`src/rtl/leitor_ataque.sv`:
```
// ---------------------------------------------------------------------------
// leitor_ataque
//   Attack-phase input reader for the battleship game. Synchronises and
//   debounces the confirm button, latches the shot coordinate from the
//   switches, checks the shot against the ship map, and keeps the hit/miss
//   bitmaps and the shot/hit counters shown on the LED matrix and 7-seg.
//
// Ports
//   clock        in   divided system clock, rising edge
//   reset_n      in   synchronous active-low reset
//   enable       in   high while the game is in the attack phase
//   btn_confirm  in   confirm button, active-high, asynchronous
//   linha        in   [2:0] row to shoot (0..6 valid)
//   coluna       in   [2:0] column to shoot (0..4 valid)
//   mapa0..4     in   [6:0] ship map per column, bit r = row r
//   acerto0..4   out  [6:0] hit bitmap, same layout as mapa
//   erro0..4     out  [6:0] miss bitmap, same layout as mapa
//   tiros        out  [3:0] valid shots taken
//   acertos      out  [5:0] hits scored
//   evento       out  [1:0] one-cycle pulse: 00 none, 01 miss, 10 hit, 11 rejected
//   fim_jogo     out  high once the game is over
//   vitoria      out  high when the game ended with every ship cell hit
// ---------------------------------------------------------------------------
module leitor_ataque #(
  parameter int DEBOUNCE_CYCLES = 4,
  parameter int MAX_SHOTS       = 15
) (
  input  logic       clock,
  input  logic       reset_n,
  input  logic       enable,
  input  logic       btn_confirm,
  input  logic [2:0] linha,
  input  logic [2:0] coluna,
  input  logic [6:0] mapa0,
  input  logic [6:0] mapa1,
  input  logic [6:0] mapa2,
  input  logic [6:0] mapa3,
  input  logic [6:0] mapa4,
  output logic [6:0] acerto0,
  output logic [6:0] acerto1,
  output logic [6:0] acerto2,
  output logic [6:0] acerto3,
  output logic [6:0] acerto4,
  output logic [6:0] erro0,
  output logic [6:0] erro1,
  output logic [6:0] erro2,
  output logic [6:0] erro3,
  output logic [6:0] erro4,
  output logic [3:0] tiros,
  output logic [5:0] acertos,
  output logic [1:0] evento,
  output logic       fim_jogo,
  output logic       vitoria
);

  localparam logic [2:0] S_IDLE     = 3'd0;
  localparam logic [2:0] S_ESPERA   = 3'd1;
  localparam logic [2:0] S_DEBOUNCE = 3'd2;
  localparam logic [2:0] S_AVALIA   = 3'd3;
  localparam logic [2:0] S_SOLTA    = 3'd4;
  localparam logic [2:0] S_FIM      = 3'd5;

  localparam int                CNT_W  = $clog2(DEBOUNCE_CYCLES + 1);
  localparam logic [CNT_W-1:0]  DB_MAX = CNT_W'(DEBOUNCE_CYCLES);

  localparam logic [1:0] EV_NONE = 2'b00;
  localparam logic [1:0] EV_MISS = 2'b01;
  localparam logic [1:0] EV_HIT  = 2'b10;
  localparam logic [1:0] EV_REJ  = 2'b11;

  // Number of ship cells on the map.
  function automatic logic [5:0] popcount35(input logic [34:0] v);
    logic [5:0] s;
    s = '0;
    for (int i = 0; i < 35; i++) s = s + 6'(v[i]);
    return s;
  endfunction

  logic [2:0]       state_q, state_d;
  logic             sync1_q, sync2_q;
  logic [CNT_W-1:0] cnt_q, cnt_d, cnt_inc;
  logic [2:0]       lin_q, lin_d, col_q, col_d;
  logic [34:0]      acerto_q, acerto_d, erro_q, erro_d;
  logic [3:0]       tiros_q, tiros_d;
  logic [5:0]       acertos_q, acertos_d;
  logic [1:0]       evento_q, evento_d;
  logic             vitoria_q, vitoria_d;

  // Maps are handled as flat vectors: cell (r,c) lives at bit c*7+r.
  logic [34:0] mapa_flat;
  logic [5:0]  total;
  logic [5:0]  idx;
  logic        coord_ok;
  logic        win;

  assign mapa_flat = {mapa4, mapa3, mapa2, mapa1, mapa0};
  assign total     = popcount35(mapa_flat);
  assign idx       = 6'(col_q) * 6'd7 + 6'(lin_q);
  assign coord_ok  = (lin_q <= 3'd6) && (col_q <= 3'd4);
  assign cnt_inc   = cnt_q + CNT_W'(1);

  always_comb begin
    state_d   = state_q;
    cnt_d     = cnt_q;
    lin_d     = lin_q;
    col_d     = col_q;
    acerto_d  = acerto_q;
    erro_d    = erro_q;
    tiros_d   = tiros_q;
    acertos_d = acertos_q;
    evento_d  = EV_NONE;
    vitoria_d = vitoria_q;
    win       = 1'b0;

    case (state_q)
      S_IDLE: state_d = S_ESPERA;
      S_ESPERA: begin
        if (sync2_q) begin
          if (DB_MAX <= CNT_W'(1)) begin
            lin_d   = linha;
            col_d   = coluna;
            state_d = S_AVALIA;
          end else begin
            cnt_d   = CNT_W'(1);
            state_d = S_DEBOUNCE;
          end
        end
      end
      S_DEBOUNCE: begin
        if (!sync2_q) begin
          state_d = S_ESPERA;
        end else if (cnt_inc >= DB_MAX) begin
          lin_d   = linha;
          col_d   = coluna;
          state_d = S_AVALIA;
        end else begin
          cnt_d = cnt_inc;
        end
      end
      S_AVALIA: begin
        cnt_d   = '0;
        state_d = S_SOLTA;
        if (!coord_ok || acerto_q[idx] || erro_q[idx]) begin
          evento_d = EV_REJ;
        end else begin
          tiros_d = tiros_q + 4'd1;
          if (mapa_flat[idx]) begin
            acerto_d[idx] = 1'b1;
            acertos_d     = acertos_q + 6'd1;
            evento_d      = EV_HIT;
          end else begin
            erro_d[idx] = 1'b1;
            evento_d    = EV_MISS;
          end
          win = (acertos_d == total) && (total != 6'd0);
          if (win) vitoria_d = 1'b1;
          if (win || (tiros_d == 4'(MAX_SHOTS))) state_d = S_FIM;
        end
      end
      S_SOLTA: begin
        // Release needs an unbroken run of low samples; any high restarts it.
        if (sync2_q) begin
          cnt_d = '0;
        end else if (cnt_inc >= DB_MAX) begin
          state_d = S_ESPERA;
        end else begin
          cnt_d = cnt_inc;
        end
      end
      S_FIM: state_d = S_FIM;
      default: state_d = S_IDLE;
    endcase

    // Leaving the attack phase wipes everything, including a partial debounce.
    if (!enable) begin
      state_d   = S_IDLE;
      cnt_d     = '0;
      acerto_d  = '0;
      erro_d    = '0;
      tiros_d   = '0;
      acertos_d = '0;
      evento_d  = EV_NONE;
      vitoria_d = 1'b0;
    end
  end

  always_ff @(posedge clock) begin
    if (!reset_n) begin
      state_q   <= S_IDLE;
      sync1_q   <= 1'b0;
      sync2_q   <= 1'b0;
      cnt_q     <= '0;
      acerto_q  <= '0;
      erro_q    <= '0;
      tiros_q   <= '0;
      acertos_q <= '0;
      evento_q  <= EV_NONE;
      vitoria_q <= 1'b0;
    end else begin
      state_q   <= state_d;
      sync1_q   <= btn_confirm;
      sync2_q   <= sync1_q;
      cnt_q     <= cnt_d;
      acerto_q  <= acerto_d;
      erro_q    <= erro_d;
      tiros_q   <= tiros_d;
      acertos_q <= acertos_d;
      evento_q  <= evento_d;
      vitoria_q <= vitoria_d;
    end
  end

  // Latched coordinate is only consumed in AVALIA, so it needs no reset.
  always_ff @(posedge clock) begin
    lin_q <= lin_d;
    col_q <= col_d;
  end

  assign acerto0  = acerto_q[6:0];
  assign acerto1  = acerto_q[13:7];
  assign acerto2  = acerto_q[20:14];
  assign acerto3  = acerto_q[27:21];
  assign acerto4  = acerto_q[34:28];
  assign erro0    = erro_q[6:0];
  assign erro1    = erro_q[13:7];
  assign erro2    = erro_q[20:14];
  assign erro3    = erro_q[27:21];
  assign erro4    = erro_q[34:28];
  assign tiros    = tiros_q;
  assign acertos  = acertos_q;
  assign evento   = evento_q;
  assign fim_jogo = (state_q == S_FIM);
  assign vitoria  = vitoria_q;

endmodule

```
`config.mk`:
```
export PLATFORM = sky130hd
export DESIGN_NAME = leitor_ataque
export DESIGN_NICKNAME = d
export VERILOG_FILES = /design/src/rtl/leitor_ataque.sv
export SDC_FILE = /design/constraint.sdc
export NUM_CORES = 1
export LEC_CHECK = 0
export ABC_AREA = 1
export CORE_ASPECT_RATIO = 0.7
export CORE_MARGIN = 1.5
export CORE_UTILIZATION = 47
export CTS_CLUSTER_DIAMETER = 150
export DETAILED_ROUTE_END_ITERATION = 8
export GPL_ROUTABILITY_DRIVEN = 1
export PLACE_DENSITY_LB_ADDON = 0.08
export SYNTH_ARGS = -nofsm -noshare
export SYNTH_HDL_FRONTEND = slang
export SYNTH_SLANG_ARGS = --single-unit
```
`constraint.sdc`:
```
create_clock -name clock -period 5.5 [get_ports clock]
set_input_delay 0.825 -clock clock [delete_from_list [all_inputs] [get_ports clock]]
set_output_delay 0.825 -clock clock [all_outputs]
set_load 0.02 [all_outputs]
```
* Yosys cells after proc, flatten, opt, wreduce, memory -nomap -nowiden
Cells that the tools add are included.
** Storage, ports and cells
- Bits in registers :: 97
- Word-level logic and storage cells :: 117
- Output and inout port bits :: 84
- Input port bits :: 45
** Cells by class
- Equality and inequality tests :: 12
- Bitwise operators :: 4
- Mux-type cells :: 26
- Reductions and logical operators :: 19
- $add $sub $neg :: 38
- Multipliers :: 1
- Order comparisons :: 5
** Operator list (number)
- adder 6 x 1 -> 6 bit :: 29
- bitwise OR 35 bit :: 2
- 2-to-1 mux 3 bit :: 9
- binary-select mux 1 bit (select 6 bit) :: 3
- 2-to-1 mux 6 bit :: 3
- case mux 3 bit (6 select lines) :: 1
- AND reduction 3 bit :: 6
- case mux 3 bit (4 select lines) :: 1
- != test 2 bit, second input constant :: 4
- less-than comparator 6 x 7 -> 1 bit, second input constant :: 1
- adder 5 x 1 -> 6 bit :: 1
- adder 6 x 1 -> 6 bit, second input constant :: 1
- adder 6 x 3 -> 6 bit :: 1
- demux 1 bit (select 6 bit) :: 1
- equality test 3 x 2 -> 1 bit, second input constant :: 2
- equality test 3 bit, second input constant :: 2
- equality test 6 bit :: 1
- greater-or-equal comparator 6 x 1 -> 1 bit, second input constant :: 1
- <= comparator 3 bit, second input constant :: 2
- multiplier 3 x 3 -> 6 bit, second input constant :: 1
- 2-to-1 mux 1 bit :: 6
- nonzero test 6 bit :: 1
- adder 4 x 1 -> 5 bit :: 1
- adder 3 x 1 -> 4 bit :: 1
- 17 further kinds :: 24

* Longest topological paths before layout
Gate-level depths: netlist (run 1).
- Depth after elaboration :: 40
- Mapped depth :: 27
- Depth with buffers taken out :: 27

* Worst setup path after synthesis (run 1)
No wires, ideal clock.
- Path type :: input -> register
- Start point :: input port mapa3[2]
- End point :: register state_q[0]
- Slack :: -0.015 ns
- Buffers on the path :: 0
- Data required time :: 5.368 ns
- Stages on the path :: 27
- Setup time :: 0.132 ns
- Data arrival time :: 5.382 ns
- Path through :: inv_1 -> fa_1 -> inv_1 -> fa_1 -> inv_1 -> fa_1 -> inv_1 -> fa_1 -> fa_1 -> inv_1 -> fa_1 -> fa_1 -> inv_1 -> a21oi_1 -> o21bai_1 -> nand2_1 -> nand2_1 -> nand2_1 -> inv_1 -> nor2_1 -> nand3b_1 -> nand3_1 -> nor2_1 -> nand3_1 -> nand2_1 -> nand2_1 -> a21oi_1
** On the way
- Word-level cells in the longest chain between the ends :: 18
- Elaborated cells between the ends (all ways) :: 24
- Those cells by class :: add/sub: 12; eq/ne: 1; mux: 8; reduce/logical: 3
** RTL lines
- start, declared :: line 37 : input logic [6:0] mapa3,
- adder 6 x 1 -> 6 bit (12 in a row) :: line 75 : for (int i = 0; i < 35; i++) s = s + 6'(v[i]);
- equality test 6 bit or nonzero test 6 bit (tied branches) :: line 155 : win = (acertos_d == total) && (total != 6'd0);
- logical AND 1 bit * :: line 155
- logical OR 1 bit * :: line 157 : if (win || (tiros_d == 4'(MAX_SHOTS))) state_d = S_FIM;
- 2-to-1 mux 1 bit * :: line 157
- 2-to-1 mux 1 bit * :: line 143 : if (!coord_ok || acerto_q[idx] || erro_q[idx]) begin
- case mux 3 bit (6 select lines) * :: line 115 : case (state_q)
- end signal, assigned :: line 200 : state_q <= state_d;
- end, declared :: line 79 : logic [2:0] state_q, state_d;
Mark *: on every way between the ends. The rest lies on a longest branch, timed or not. The select of a mux whose other input is x is not followed.
A chain may end at the register's enable or synchronous reset.

* Worst setup path in the final report (run 1)
- Start point :: input port mapa0[0]
- End point :: register state_q[0]
** On the way
- Word-level cells in the longest chain between the ends :: 40
- Elaborated cells between the ends (all ways) :: 46
- Those cells by class :: add/sub: 34; eq/ne: 1; mux: 8; reduce/logical: 3
** RTL lines
- start, declared :: line 34 : input logic [6:0] mapa0,
- adder 1 x 1 -> 2 bit :: line 75
- adder 2 x 1 -> 3 bit :: line 75
- adder 3 x 1 -> 4 bit :: line 75
- adder 4 x 1 -> 5 bit :: line 75
- adder 5 x 1 -> 6 bit :: line 75
- adder 6 x 1 -> 6 bit (29 in a row) :: line 75
- equality test 6 bit or nonzero test 6 bit (tied branches) :: line 155
- logical AND 1 bit * :: line 155
- logical OR 1 bit * :: line 157
- 2-to-1 mux 1 bit * :: line 157
- 2-to-1 mux 1 bit * :: line 143
- case mux 3 bit (6 select lines) * :: line 115
Marked as above.

==> results.sh, run 1 <==
export IMPL_grt_usage_pct=26.2
export IMPL_p_total_mw=2.85
export IMPL_post_dp_cell_area_sq_um=7570
export IMPL_synth_cells=866
export IMPL_num_antenna_cells=0
export IMPL_finish_instance_area_sq_um=7910
export IMPL_ir_drop_mv=0.784
export IMPL_gp_congestion=0.909
export IMPL_seq_area_sq_um=2000
export IMPL_cp_end_kind="register"
export IMPL_synth_edf_count=6
export IMPL_cts_root_buf="clkbuf_16"
export IMPL_multi_input_area_sq_um=3290
export IMPL_finalHoldViolCount=0
export IMPL_ys_flop_type="dfxtp_1"
export IMPL_drive_gt1_share_pct=9.66
export IMPL_post_synth_top_count_cell="nand2_1"
export IMPL_ys_async_sr_fraction_pct=0
export IMPL_fin_util_pct=63.4
export IMPL_dieArea_sq_um=13500
export IMPL_ant_nets=0
export IMPL_timing_rr_end="erro_q[5]"
export IMPL_setup_tns_ns=0
export IMPL_whs_endpoint="sync2_q"
export IMPL_seqPwrFrac_pct=25.0
export IMPL_maxSlewHeadroom_pct=45.0
export IMPL_postCtsHoldBufs=0
export IMPL_grt_pass1_vias=5338
export IMPL_syn_area_sq_um=6020
export IMPL_layout_nets=1107
export IMPL_tightest_slew_ns=0.823
export IMPL_r2r_start="col_q[1]"
export IMPL_holdWs_ns=0.425
export IMPL_startpoint_type="input pin"
export IMPL_avgSynthCellArea_sq_um=6.96
export IMPL_fin_skew_ns=0.0146
export IMPL_rsz0062_at_grt="yes"
export IMPL_drcViolationCount=0
export IMPL_clockBufferDepth=2
export IMPL_worstPathMaxFanout=2
export IMPL_arrival_ns=5.69
export IMPL_path_class="input pin to register"
export IMPL_fill_cells=1193
export IMPL_timing_final_crit_share_pct=98.4
export IMPL_yosys_area_top_type="dfxtp_1"
export IMPL_fmax_ghz=0.185
export IMPL_p_int_mw=1.81
export IMPL_cp_required_ns=5.77
export IMPL_dp_hpwl_um=12800
export IMPL_gr_total_overflow=0
export IMPL_firstDrtPassIters=5
export IMPL_path_cells="dlygate4sd2_1, fa_1, fa_1, fa_1, fa_1, fa_1, inv_1, fa_1, fa_2, inv_2, a21oi_2, o21bai_1, nand2_1, nand2_2, nor2_4, nand4_1, nand2_1, nand3_2, nand3_2, nor2_2, nand3_2, nand2_1, nand2_1, a21oi_1"
export IMPL_ys_ff_latch=97
export IMPL_ys_types=31
export IMPL_synth_yosys_seq_area_share_pct=33.2
export IMPL_synth_warnings=0
export IMPL_leakage_nw=3.23
export IMPL_syn_to_final_growth_pct=31.3
export IMPL_clkSinkCount=97
export IMPL_status="finished clean"
export IMPL_drt_initial_drc_count=366
export IMPL_routed_wl_um=17300
export IMPL_cts_made_buffers=9
export IMPL_vias=5798
export IMPL_synth_top_cell_area_share_pct=30.2
export IMPL_cp_slowest_stage_delay_ns=0.54
export IMPL_reg2reg_slack_ns=0.81
export IMPL_powerDensity_nw_per_um2=360
export IMPL_grt_pass1_wl_um=28000
export IMPL_initial_core_util_pct=48.3
export IMPL_die_x_um=138
export IMPL_crit_family="adder cells"
export IMPL_avgRoutedWirePerCell_um=14.7
export IMPL_clkLatencyLatePin_ns=0.35
export IMPL_grt_start_max_net_pins=78
export IMPL_switching_share_pct=36.4
export IMPL_vias_per_cell=4.93
export IMPL_synthesis_nets=963
export IMPL_min_delay_path_depth=2
export IMPL_clk_pin_slew_worst_paths_ns=0.07
export IMPL_hold_start="sync1_q"
export IMPL_drv_cap=0
export IMPL_antenna_found_initial=0
export IMPL_io_buffers=128
export IMPL_io_pins=129
export IMPL_die_height_um=97.7
export IMPL_core_area_sq_um=12500
export IMPL_pwr_share_clk_pct=23.2
export IMPL_path_buf_inv=3
export IMPL_synth_area_leaders="dfxtp_1 (30%), nand2_1 (13%), inv_1 (11%)"
export IMPL_r2r_cells=19
export IMPL_cp_common_cell="fa_1"
export IMPL_worst_path_max_delay_cell="fa_1"
export IMPL_p_sw_mw=1.04
export IMPL_synthTopCellsByCount="nand2_1 (206), inv_1 (171), a21oi_1 (95), dfxtp_1 (91), nor2_1 (90)"
export IMPL_fin_crit_ns=5.41
export IMPL_clock_tree_htree_level_count=3
export IMPL_hold_class="register to register"
export IMPL_power_frac_comb_pct=51.8
export IMPL_tritoncts="yes"
export IMPL_drv_slew=0
export IMPL_setup_viol=0
export IMPL_rows=34
worst max-delay path by stage:
stage | from | end | slack [ns] | cells after the start
floorplan | mapa3[2] | state_q[0] | 0.02 | 27
detailed placement | mapa3[2] | state_q[0] | -0.78 | 27
finish | mapa0[0] | state_q[0] | 0.09 | 24
CTS | mapa3[6] | state_q[0] | -0.009 | 27
global route | mapa3[2] | state_q[0] | -0.17 | 28
global placement | mapa0[5] | state_q[0] | -0.69 | 25
placed cells by master (no fill, tap or decap), types with 2 or more instances in the layout:
cell type / n
nand2_1: 202
inv_1: 163
clkdlybuf4s50_1: 113
a21oi_1: 94
dfxtp_1: 91
nor2_1: 86
o21ai_0: 39
nand3_1: 31
fa_1: 28
buf_4: 27
ha_1: 22
inv_2: 12
clkbuf_16: 10
o21ai_1: 8
nand4_1: 8
xor2_1: 8
nor2_2: 7
nand3b_1: 6
nand2_2: 6
edfxtp_1: 6
clkbuf_2: 6
buf_2: 5
nor2_4: 4
nand3_2: 4
xnor2_1: 3
inv_4: 2
nand3_4: 2
o22ai_1: 2
nor3_1: 2
a31oi_1: 2
fa_2: 2
clkbuf_8: 2
inv_6: 2
buf_6: 2
layer usage:
layer / vias to the layer above / GRT usage (%) / wire [um]
met3: 15 / 5.62 / 1430
met4: 0 / 6.15 / 186
li1: 2950 / - / -
met2: 215 / 36.6 / 7120
met1: 2618 / 40.7 / 8570
met5: - / 0 / 0
metrics by stage:
stage / std cells / setup slack [ns]
floorplan: 866 / 0.0183
global placement: 1158 / -0.691
detailed placement: 1158 / -0.778
CTS: 1177 / -0.00882
global route: 1177 / -0.169
finish: 1177 / 0.0872
logic make-up (layout without fill, tap and decap cells):
group	count (synthesis)	in the layout	share of synthesized area [%]
simple gates	359	359	25.1
flops	97	97	33.2
fa+ha+maj	52	52	14.5
compound gates	148	148	12.5
xor+xnor	11	11	1.60
buf+inv	199	348	13.1
sequential cells by signal, summed over array words and instances (netlist names):
name,cells
sync1_q,1
tiros,4
sync2_q,1
erro_q,35
evento,2
acertos,6
acerto_q,35
cnt_q,3
col_q,3
state_q,3
vitoria,1
lin_q,3
repair_timing:
item	4_1_cts	5_1_grt
gates resized for setup	51	21
setup endpoints to repair	2	2
buffers inserted	3	0
pin swaps	28	27
worst reg2reg max path: cells and delay by family, from the launching register on:
family                   cells  cell delay [ns]
AO/OA/AOI/OAI                2             0.38
AND/OR/NAND/NOR             10             1.54
buffers and inverters        4             0.46
adder cells (fa/ha/maj)      3             1.66
flip-flops                   1             0.50
final cells by class:
type / instances / area share (%)
flip-flops and latches: 97 / 25.3
clock inverters: 4 / 0.459
multi-input cells: 570 / 41.6
inverters: 177 / 8.47
clock buffers: 12 / 3.51
repair buffers: 155 / 18.1
well taps: 162 / 2.56
power by group through the flow:
stage / clock network, mW / logic (mW) / registers, mW
final: 0.661 / 1.48 / 0.712
after global routing: 0.700 / 1.67 / 0.712
after CTS: 0.676 / 1.39 / 0.712
after detailed placement: 0 / 1.27 / 0.728
after global placement: 0 / 1.27 / 0.728
after floorplan: 0 / 0.818 / 0.728
Power figures use the tool's default switching activity.
==> run 2: changes to the inputs <==
--- a/config.mk
+++ b/config.mk
@@ -13,6 +13,7 @@
 export DETAILED_ROUTE_END_ITERATION = 8
 export GPL_ROUTABILITY_DRIVEN = 1
 export PLACE_DENSITY_LB_ADDON = 0.08
+export REMOVE_ABC_BUFFERS = 1
 export SYNTH_ARGS = -nofsm -noshare
 export SYNTH_HDL_FRONTEND = slang
 export SYNTH_SLANG_ARGS = --single-unit
==> run 2 against run 1 <==
Against the previous run:
- sequential power about the same
- die area unchanged
- non-clock buffer count decreased by 3
- critical path depth rose by 4
- final cell count fell by 0.25%
- via count grew 0.52%
- highest routed layer unchanged
- sequential share of layout area barely moved
- register-to-register slack got worse by 0.18 ns
- worst hold slack got worse by 0.0043 ns
- critical endpoint unchanged
==> results.sh, run 2 (synthesized netlist as in run 1, its figures left out) <==
export IMPL_setup_ws_ns=0.0509
export IMPL_drv_slew=0
export IMPL_worstPathMaxFanout=2
export IMPL_core_area_sq_um=12500
export IMPL_fill_cells=1197
export IMPL_fin_skew_ns=0.00932
export IMPL_avgRoutedWirePerCell_um=14.5
export IMPL_fmax_ghz=0.184
export IMPL_firstDrtPassIters=5
export IMPL_fin_crit_ns=5.45
export IMPL_grt_pass1_vias=5282
export IMPL_die_height_um=97.7
export IMPL_hold_class="register to register"
export IMPL_tightest_slew_ns=0.883
export IMPL_place_ws_ns=-0.866
export IMPL_gr_total_overflow=0
export IMPL_multi_input_area_sq_um=3290
export IMPL_worst_path_max_delay_cell="fa_1"
export IMPL_final_common_cell="nand2_1"
export IMPL_gp_congestion=0.871
export IMPL_num_antenna_cells=0
export IMPL_io_pins=129
export IMPL_dieArea_sq_um=13500
export IMPL_timing_final_crit_share_pct=99.1
export IMPL_post_dp_cell_area_sq_um=7560
export IMPL_die_x_um=138
export IMPL_cts_root_buf="clkbuf_16"
export IMPL_rsz0062_at_grt="yes"
export IMPL_cts_made_buffers=9
export IMPL_seq_area_sq_um=2000
export IMPL_grt_start_max_net_pins=77
export IMPL_drcViolationCount=0
export IMPL_io_buffers=128
export IMPL_vias=5828
export IMPL_tritoncts="yes"
export IMPL_cp_slowest_stage_delay_ns=0.53
export IMPL_setup_viol=0
export IMPL_grt_pass1_wl_um=26900
export IMPL_drt_initial_drc_count=392
export IMPL_cp_common_cell="fa_1"
export IMPL_holdWs_ns=0.420
export IMPL_cp_end_kind="register"
export IMPL_finish_instance_area_sq_um=7900
export IMPL_powerDensity_nw_per_um2=367
export IMPL_initial_core_util_pct=48.3
export IMPL_cp_required_ns=5.69
export IMPL_arrival_ns=5.64
export IMPL_path_class="input pin to register"
export IMPL_ant_nets=0
export IMPL_dp_hpwl_um=12600
export IMPL_grt_usage_pct=24.9
export IMPL_rows=34
export IMPL_clockBufferDepth=2
export IMPL_ir_drop_mv=0.555
export IMPL_layout_nets=1104
export IMPL_routed_wl_um=17100
export IMPL_leakage_nw=3.20
export IMPL_clkLatencyLatePin_ns=0.35
export IMPL_antenna_found_initial=0
export IMPL_final_cell_mix="nand2_1 (204), inv_1 (161), clkdlybuf4s50_1 (113)"
export IMPL_finalHoldViolCount=0
export IMPL_setup_tns_ns=0
export IMPL_drv_cap=0
export IMPL_fin_util_pct=63.4
export IMPL_clkSinkCount=97
export IMPL_clk_pin_slew_worst_paths_ns=0.07
export IMPL_clock_tree_htree_level_count=3
export IMPL_startpoint_type="input pin"
export IMPL_syn_to_final_growth_pct=31.2
export IMPL_drive_gt1_share_pct=8.89
export IMPL_maxSlewHeadroom_pct=41.1
export IMPL_status="finished clean"
export IMPL_vias_per_cell=4.96
[run 2: cell types whose count changed in the layout (fill, tap and decap cells not counted), sizes merged]
cell | previous run | this run
clkinvlp | 1 | 2
dlygate4sd2 | 1 | 0
clkbuf | 18 | 14
clkinv | 0 | 1
[run 2: critical path: cells and delay by family]
kind	cells	cell delay [ns]
compound gates	3	0.24
fa+ha+maj	7	3.33
buf+inv	8	0.47
simple gates	10	0.77
[run 2: per-stage QoR]
step,std cells,power (mW)
detailed placement,1153,1.93
finish,1174,2.90
floorplan,844,1.54
global placement,1153,1.90
global route,1174,3.14
CTS,1172,2.65
[run 2: power by group]
part | leakage (nW) | switching (mW) | internal, mW | total (mW)
combinational | 2.28 | 0.783 | 0.782 | 1.56
sequential | 0.787 | 0.00164 | 0.710 | 0.712
clock | 0.136 | 0.304 | 0.319 | 0.624
[run 2: routing by layer]
layer / GRT usage [%] / vias to the layer above / wire [um]
met3: 4.24 / 10 / 1280
met2: 35.0 / 237 / 6870
met4: 5.26 / 0 / 126
met5: 0 / - / 0
met1: 39.5 / 2629 / 8790
li1: - / 2952 / -
[run 2: path summary, 6_finish.rpt]
kind,from,end,slack [ns],cells after the start
hold / removal,sync1_q,sync2_q,0.42,2
setup / recovery,mapa3[2],state_q[0],0.05,28
setup reg to reg,col_q[1],state_q[0],0.63,21
hold reg to reg,sync1_q,sync2_q,0.42,2
[run 2: final cells by class]
cell class	count	share of cell area [%]
inverter	177	8.44
clock buffer	10	2.90
multi-input combinational	570	41.7
clock inverter	6	0.792
sequential	97	25.3
tap	162	2.57
timing repair buffer	152	18.3
[run 2: repair_timing]
action	CTS	global route
buffers inserted	3	2
hold buffers	0	0
setup endpoints to repair	2	2
gates resized for setup	52	27
pin swaps	29	29
==> run 3: changes to the inputs <==
--- a/config.mk
+++ b/config.mk
@@ -7,7 +7,7 @@
 export LEC_CHECK = 0
 export ABC_AREA = 1
 export CORE_ASPECT_RATIO = 0.7
-export CORE_MARGIN = 1.5
+export CORE_MARGIN = 10
 export CORE_UTILIZATION = 47
 export CTS_CLUSTER_DIAMETER = 150
 export DETAILED_ROUTE_END_ITERATION = 8
==> run 3 against run 2 <==
Against the previous run:
- sequential cell count unchanged
- via count down 0.48%
- clock power up 4.6%
- worst hold slack worse by 0.00068 ns
- final area up 1.2%
- first-iteration DRC count up 34%
- clock skew up 0.0061 ns
- core utilization up 0.73 points
- count of clock-buffer cells in the layout unchanged
- worst setup slack better by 0.038 ns
==> results.sh, run 3 (synthesized netlist as in run 1, its figures left out) <==
export IMPL_status="finished clean"
export IMPL_tritoncts="yes"
export IMPL_clockBufferDepth=2
export IMPL_timing_final_crit_share_pct=98.4
export IMPL_leakage_nw=3.26
export IMPL_io_pins=129
export IMPL_drive_gt1_share_pct=10.7
export IMPL_cp_end_kind="register"
export IMPL_clkLatencyLatePin_ns=0.36
export IMPL_rows=34
export IMPL_setup_viol=0
export IMPL_syn_to_final_growth_pct=32.7
export IMPL_io_buffers=128
export IMPL_finish_instance_area_sq_um=7990
export IMPL_finalHoldViolCount=0
export IMPL_setup_tns_ns=0
export IMPL_worst_path_max_delay_cell="fa_1"
export IMPL_tightest_slew_ns=0.832
export IMPL_worstPathMaxFanout=2
export IMPL_postCtsHoldBufs=0
export IMPL_die_x_um=155
export IMPL_vias=5800
export IMPL_clk_pin_slew_worst_paths_ns=0.07
export IMPL_cp_common_cell="fa_1"
export IMPL_gr_total_overflow=0
export IMPL_drv_slew=0
export IMPL_grt_usage_pct=20.3
export IMPL_antenna_found_initial=0
export IMPL_instances_no_fill=1185
export IMPL_ant_nets=0
export IMPL_fin_crit_ns=5.41
export IMPL_cp_required_ns=5.71
export IMPL_dieArea_sq_um=17800
export IMPL_grt_start_max_net_pins=62
export IMPL_ir_drop_mv=0.562
export IMPL_clkSinkCount=97
export IMPL_rsz0062_at_grt="yes"
export IMPL_grt_pass1_vias=5431
export IMPL_final_common_cell="nand2_1"
export IMPL_dp_hpwl_um=13600
export IMPL_grt_pass1_wl_um=29300
export IMPL_hold_class="register to register"
export IMPL_layout_nets=1115
export IMPL_arrival_ns=5.62
export IMPL_vias_per_cell=4.89
export IMPL_num_antenna_cells=0
export IMPL_drcViolationCount=0
export IMPL_startpoint_type="input pin"
export IMPL_path_class="input pin to register"
export IMPL_placedCellCount=1165
export IMPL_maxSlewHeadroom_pct=44.5
export IMPL_avgRoutedWirePerCell_um=15.1
export IMPL_firstDrtPassIters=5
export IMPL_drv_cap=0
export IMPL_initial_core_util_pct=48.3
export IMPL_powerDensity_nw_per_um2=357
export IMPL_post_dp_cell_area_sq_um=7650
export IMPL_cts_root_buf="clkbuf_16"
export IMPL_die_height_um=115
export IMPL_gp_congestion=0.873
export IMPL_routed_wl_um=17900
export IMPL_core_area_sq_um=12500
export IMPL_p_total_mw=2.86
export IMPL_fin_skew_ns=0.0155
export IMPL_final_cell_mix="nand2_1 (204), inv_1 (158), clkdlybuf4s50_1 (113)"
export IMPL_drt_initial_drc_count=527
export IMPL_cp_slowest_stage_delay_ns=0.54
export IMPL_cts_made_buffers=9
export IMPL_clock_tree_htree_level_count=3
export IMPL_fmax_ghz=0.185
[run 3: cell types whose count changed in the layout (fill, tap and decap cells not counted), moves of 2 or more]
cell	change
inv_1	-3
inv_2	+2
fa_1	-3
fa_2	+3
buf_4	+11
clkbuf_2	+2
[run 3: per-stage QoR]
step                setup slack (ns)  hold slack [ns]  utilization (%)
CTS                           -0.138            0.421             63.9
finish                        0.0892            0.420             64.1
global placement              -0.735            0.399             61.3
floorplan                    -0.0838            0.390                -
detailed placement            -0.834            0.403             61.3
global route                  -0.169            0.467             64.1
[run 3: final cells by class]
| cell class | instances | area, sq um |
|---|---|---|
| tap | 162 | 203 |
| clock inverter | 6 | 63.8 |
| inverter | 177 | 669 |
| fill | 1162 | 4470 |
| sequential | 97 | 2000 |
| multi-input combinational | 570 | 3290 |
| clock buffer | 10 | 250 |
| timing repair buffer | 163 | 1520 |
[run 3: what timing repair did]
action	4_1_cts	5_1_grt
pin swaps	25	28
endpoints found under the setup margin	2	2
gates resized for setup	47	35
buffers inserted	4	0
[run 3: worst paths after layout]
kind | start | slack [ns] | depth (start not counted) | end
worst min-delay path | sync1_q | 0.42 | 2 | sync2_q
worst min register to register | sync1_q | 0.42 | 2 | sync2_q
worst max-delay path | mapa3[2] | 0.09 | 28 | state_q[0]
worst max register to register | col_q[1] | 0.87 | 22 | state_q[0]
[run 3: worst max-delay path, delay by kind of cell]
kind,cells,cell delay (ns)
AO/OA/AOI/OAI,3,0.25
adder cells (fa/ha/maj),7,3.34
buffers and inverters,8,0.41
AND/OR/NAND/NOR,10,0.79
[run 3: power by group]
part	switching, mW	internal (mW)	leakage, nW	total [mW]
clock network	0.306	0.347	0.151	0.653
registers	0.00151	0.710	0.787	0.712
logic	0.738	0.755	2.32	1.49
[run 3: metal layers]
metal	up-vias	wire length, um	part of all wire, %	GRT usage [%]
met1	2600	8840	49	29.7
met4	0	218	1.2	4.60
met5	-	0	0	0
met3	17	1790	10	6.98
met2	208	7040	39	27.8
li1	2975	-	-	-
